**src/rtl/fetch_pkg.sv**
```systemverilog
// Shared IF-stage types: fetch FSM states, the if_id record handed to decode,
// and the instruction-bus request/response bundles.
package fetch_pkg;

  localparam logic [63:0] RESET_PC_DEF = 64'h8000_0000;
  localparam int          CNT_W_DEF    = 64;

  typedef enum logic [1:0] {
    REQ,
    WAIT,
    HOLD
  } fetch_state_t;

  typedef struct packed {
    logic [31:0] inst;
    logic [63:0] inst_pc;
    logic        valid;
    logic [63:0] inst_counter;
    logic        misalign;
  } if_id_t;

  typedef struct packed {
    logic        valid;
    logic [63:0] addr;
  } ibus_req_t;

  typedef struct packed {
    logic        addr_ok;
    logic        data_ok;
    logic [31:0] data;
  } ibus_resp_t;

endpackage

```
**src/rtl/fetch_pc_gen.sv**
```systemverilog
// Fetch PC register with next-pc selection: redirect, +4 advance, or hold.
module fetch_pc_gen
  import fetch_pkg::*;
#(
  parameter logic [63:0] RESET_PC = RESET_PC_DEF
) (
  input  logic        clk,
  input  logic        reset,
  input  logic        redirect,
  input  logic [63:0] redirect_pc,
  input  logic        advance,
  output logic [63:0] pc
);

  logic [63:0] pc_n;

  always_comb begin
    pc_n = pc;
    if (redirect)
      pc_n = redirect_pc;
    else if (advance)
      pc_n = pc + 64'd4;
  end

  always_ff @(posedge clk or posedge reset) begin
    if (reset)
      pc <= RESET_PC;
    else
      pc <= pc_n;
  end

endmodule

```
**src/rtl/fetch_unit.sv**
```systemverilog
// IF stage: owns the PC, runs one-outstanding ibus reads, fills if_id.
// Optional FETCH_MISALIGN_EN reports misaligned redirect targets instead of fetching.
module fetch_unit
  import fetch_pkg::*;
#(
  parameter logic [63:0] RESET_PC = RESET_PC_DEF,
  parameter int          CNT_W    = CNT_W_DEF
) (
  input  logic        clk,
  input  logic        reset,
  output logic        ireq_valid,
  output logic [63:0] ireq_addr,
  input  logic        iresp_addr_ok,
  input  logic        iresp_data_ok,
  input  logic [31:0] iresp_data,
  input  logic        stall,
  input  logic        redirect,
  input  logic [63:0] redirect_pc,
  output if_id_t      if_id_state
);

  fetch_state_t     state;
  fetch_state_t     state_n;
  logic             drop;
  logic             drop_n;
  logic             parked;
  logic             parked_n;
  logic [CNT_W-1:0] counter;
  logic [63:0]      pc;
  logic [63:0]      rpc;
  logic             mis;
  logic             pending;
  logic             take;
  logic             still_out;
  logic             load;
  ibus_req_t        req;
  ibus_resp_t       rsp;

  assign rsp = '{iresp_addr_ok, iresp_data_ok, iresp_data};

`ifdef FETCH_MISALIGN_EN
  assign rpc = redirect_pc;
  assign mis = redirect && (redirect_pc[1:0] != 2'b00);
`else
  logic unused_lo;
  assign unused_lo = ^redirect_pc[1:0];
  assign rpc = {redirect_pc[63:2], 2'b00};
  assign mis = 1'b0;
`endif

  // A request is in flight once accepted; HOLD can only carry one after a
  // misaligned redirect parked the stage with a response still owed.
  assign pending = (state == WAIT)
                 || (state == REQ && rsp.addr_ok)
                 || (state == HOLD && drop);
  assign take      = pending && rsp.data_ok;
  assign still_out = pending && !rsp.data_ok;

  always_comb begin
    state_n  = state;
    drop_n   = drop;
    parked_n = parked;
    load     = 1'b0;
    if (redirect) begin
      drop_n   = still_out;
      parked_n = mis;
      if (mis)
        state_n = HOLD;
      else if (still_out)
        state_n = WAIT;
      else
        state_n = REQ;
    end else begin
      if (take && drop)
        drop_n = 1'b0;
      unique case (state)
        REQ: begin
          if (rsp.addr_ok) begin
            if (rsp.data_ok) begin
              load    = 1'b1;
              state_n = stall ? HOLD : REQ;
            end else begin
              state_n = WAIT;
            end
          end
        end
        WAIT: begin
          if (rsp.data_ok) begin
            if (drop) begin
              state_n = REQ;
            end else begin
              load    = 1'b1;
              state_n = stall ? HOLD : REQ;
            end
          end
        end
        HOLD: begin
          if (!stall && !parked)
            state_n = REQ;
        end
        default: state_n = REQ;
      endcase
    end
  end

  fetch_pc_gen #(
    .RESET_PC(RESET_PC)
  ) u_pc_gen (
    .clk        (clk),
    .reset      (reset),
    .redirect   (redirect),
    .redirect_pc(rpc),
    .advance    (load),
    .pc         (pc)
  );

  // Reset is gated in so the bus sees no request while reset is held.
  assign req.valid  = (state == REQ) && !reset;
  assign req.addr   = pc;
  assign ireq_valid = req.valid;
  assign ireq_addr  = req.addr;

  always_ff @(posedge clk or posedge reset) begin
    if (reset) begin
      state   <= REQ;
      drop    <= 1'b0;
      parked  <= 1'b0;
      counter <= '0;
    end else begin
      state   <= state_n;
      drop    <= drop_n;
      parked  <= parked_n;
      if (load && !redirect)
        counter <= counter + 1'b1;
    end
  end

  always_ff @(posedge clk or posedge reset) begin
    if (reset) begin
      if_id_state <= '0;
    end else if (redirect) begin
      if (mis) begin
        if_id_state.inst         <= 32'h0;
        if_id_state.inst_pc      <= rpc;
        if_id_state.valid        <= 1'b1;
        if_id_state.inst_counter <= 64'(counter);
        if_id_state.misalign     <= 1'b1;
      end else begin
        if_id_state.valid <= 1'b0;
      end
    end else if (load) begin
      if_id_state.inst         <= rsp.data;
      if_id_state.inst_pc      <= pc;
      if_id_state.valid        <= 1'b1;
      if_id_state.inst_counter <= 64'(counter);
      if_id_state.misalign     <= 1'b0;
    end else if (!stall) begin
      if_id_state.valid <= 1'b0;
    end
  end

endmodule

```
**config.mk**
```make
export PLATFORM = sky130hd
export DESIGN_NAME = fetch_unit
export DESIGN_NICKNAME = d
export VERILOG_FILES = /design/src/rtl/fetch_pkg.sv /design/src/rtl/fetch_pc_gen.sv /design/src/rtl/fetch_unit.sv
export SDC_FILE = /design/constraint.sdc
export NUM_CORES = 1
export LEC_CHECK = 0
export ABC_AREA = 1
export CORE_UTILIZATION = 36
export DETAILED_ROUTE_END_ITERATION = 16
export SYNTH_ARGS = -nofsm -noshare
export SYNTH_HDL_FRONTEND = slang
export SYNTH_SLANG_ARGS = --single-unit
```
**constraint.sdc**
```tcl
create_clock -name clk -period 14 [get_ports clk]
set_input_delay 2.1 -clock clk [delete_from_list [all_inputs] [get_ports clk]]
set_output_delay 2.1 -clock clk [all_outputs]
set_load 0.005 [all_outputs]
```
==> flow_metrics.py <==
metrics = {
    "floorplan": {
        "die_h_um": 203.7,
        "fp.dieW_um": 203.7,
        "dieArea_um2": 41510,
        "rows": 73,
        "core_um2": 39910,
        "pin_count": 329,
        "start_util_pct": 36.70,
    },
    "hold_path": {
        "min_path_cells": 2,
        "hold_path_class": "reg -> reg",
        "hold_path_end": "if_id_state[149]",
        "worstHoldStart": "if_id_state[149]",
    },
    "layout": {
        "seqCellArea_um2": 7208,
        "fill_cells": 3990,
        "design_area_um2": 19440,
        "drive_gt1_share_pct": 4.407,
        "nets": 2375,
        "final_cell_mix": "nand2_1 (741), clkdlybuf4s50_1 (320), dfrtp_1 (287)",
        "layout_commonest_cell": "nand2_1",
        "syn_to_final_growth_pct": 32.67,
        "multi_input_area_um2": 6467,
    },
    "yosys": {
        "yosysWarnings": 0,
        "netlist_instances": 1966,
        "synthTopCellsByArea": "dfrtp_1 (49%), nand2_1 (19%), nor2_1 (6.3%)",
        "synth_area_um2": 14650,
        "ys_seq_area_share_pct": 49.20,
        "synth.distinct_cells": 41,
        "ys_ff_latch": 288,
        "synth_top_cell_by_area": "dfrtp_1",
        "synth_edf_count": 0,
        "synthArstFlopShare_pct": 100.0,
        "synth.avg_cell_area_um2": 7.452,
        "yosysTopAreaCellShare_pct": 49.02,
        "synth_ff_type": "dfrtp_1",
    },
    "clock_network": {
        "cts_setup_buffers": 0,
        "cts.path.max_buffers": 3,
        "cts_resized": 0,
        "clk_pin_slew_ns": 0.05,
        "holdBufCountCts": 0,
        "numCtsBuffers": 35,
        "cts_tree": "yes",
        "h-tree-depth": 2,
        "cts.sinks": 288,
        "insertion_delay_ns": 0.54,
        "cts-root-buf": "clkbuf_16",
    },
    "drt": {
        "vias": 14060,
        "vias_per_cell": 4.988,
        "postRouteAntennaNets": 0,
        "dr.first_iter.drc_count": 996,
        "drc": 0,
        "dr.pass1.iters": 5,
        "routedWlPerCell_um": 18.38,
        "drt_wl_total_um": 51790,
    },
    "sta": {
        "slew_headroom_pct": 30.19,
        "finalHoldViolCount": 0,
        "rsz0062_at_grt": "no",
        "finalCriticalPeriod_ns": 5.348,
        "max_slew.worst_pin.slew_ns": 1.047,
        "period_share_pct": 38.20,
        "finalSetupViolCount": 0,
        "skew_ns": 0.01194,
        "final.setup.tns_ns": 0,
        "holdWs_ns": 0.4771,
        "max_freq_mhz": 187.0,
        "drv_slew": 0,
    },
    "worst_setup_path": {
        "worst_setup_path_start_kind": "primary input",
        "r2r_cells": 10,
        "r2r-start": "state[1]",
        "worstReg2RegEnd": "counter[61]",
        "critPathCaptureType": "output pin",
        "crit_path_start": "reset",
        "ff2ff_setup_slack_ns": 10.37,
        "cp_max_fo": 2,
        "required_ns": 11.90,
        "critPathKind": "in -> out",
        "worstPathArrival_ns": 3.25,
    },
    "place": {
        "place_area_um2": 18280,
        "dp_hpwl_um": 38180,
        "io_buffers": 321,
        "routabilityCongestion": 0.9393,
    },
    "grt": {
        "grt_overflow": 0,
        "grt_usage_pct": 24.96,
        "antenna_found_initial": 1,
        "grt_max_degree": 112,
        "grt_pass1_vias": 13610,
        "grt_pass1_wl_um": 79430,
    },
    "power": {
        "p_leak_nw": 8.909,
        "peakVddDrop_mv": 0.06790,
        "cellPowerDensity_nw_per_um2": 134.7,
    },
    "outcome": {
        "run_status": "complete, no violations",
    },
    "job": {
        "maxCapViolCount": 0,
    },
}
-- power breakdown --
| part | switching [mW] | internal [mW] |
|---|---|---|
| Combinational | 0.272 | 0.321 |
| Sequential | 0.126 | 0.970 |
| Clock | 0.359 | 0.569 |
-- worst max path at each step --
stage             endpoint
3_3_place_gp   counter[61]
5_1_grt        counter[61]
6_report        ireq_valid
2_1_floorplan   counter[0]
3_5_place_dp   counter[61]
4_1_cts         ireq_valid
-- logic make-up after synthesis --
family	count (synthesis)	share of synthesized area, %
adders and majority gates	2	0.1708
xor gates and xnor gates	58	3.467
and+or+nand+nor	1189	33.34
buffers and inverters	243	6.755
DFF	288	49.20
AOI/OAI and AO/OA	185	7.037
other	1	0.02560
-- area by class of cell --
type,instances,share of cell area (%)
Antenna cell,1,0.01288
Inverter,176,3.438
Clock inverter,8,0.7596
Tap cell,525,3.380
Multi-Input combinational cell,1439,33.28
Sequential cell,288,37.09
Clock buffer,50,5.156
Timing Repair Buffer,331,16.89
-- metrics by stage --
stage	std cells	setup slack, ns	util [%]	power (mW)
2_1_floorplan	1970	3.953	-	1.305
3_3_place_gp	2759	8.198	45.81	1.694
3_5_place_dp	2759	8.170	45.81	1.703
4_1_cts	2817	8.645	48.69	2.648
5_1_grt	2818	8.399	48.69	2.755
6_report	2818	8.652	48.69	2.617
-- registers in the layout, summed over array words and instances, names as in the netlist --
signal       flops
if_id_state    159
counter         64
u_pc_gen.pc     62
state            2
drop             1
-- synthesized netlist by cell type, types with 8 or more instances --
| master | n |
|---|---|
| nand3_1 | 103 |
| nor2_2 | 18 |
| nor3_1 | 17 |
| nor2_1 | 246 |
| nand2_1 | 741 |
| a21oi_1 | 13 |
| o21ai_0 | 129 |
| xnor2_1 | 8 |
| nand4_1 | 42 |
| o211ai_1 | 11 |
| buf_2 | 34 |
| dfrtp_1 | 287 |
| clkbuf_1 | 20 |
| xor2_1 | 50 |
| inv_1 | 174 |
-- worst max-delay path: stages --
cell and delay, ns:
clkdlybuf4s50_1 0.51, nor2_1 0.14, clkdlybuf4s50_1 0.50
-- metal layers --
layer / part of all wire (%) / global-route usage, % / up-vias
li1: - / - / 6811
met1: 45 / 34.55 / 6604
met2: 44 / 37.46 / 545
met3: 7.8 / 5.912 / 97
met4: 3.7 / 9.855 / 0
met5: 0 / 0 / -
Power figures use the tool's default switching activity.
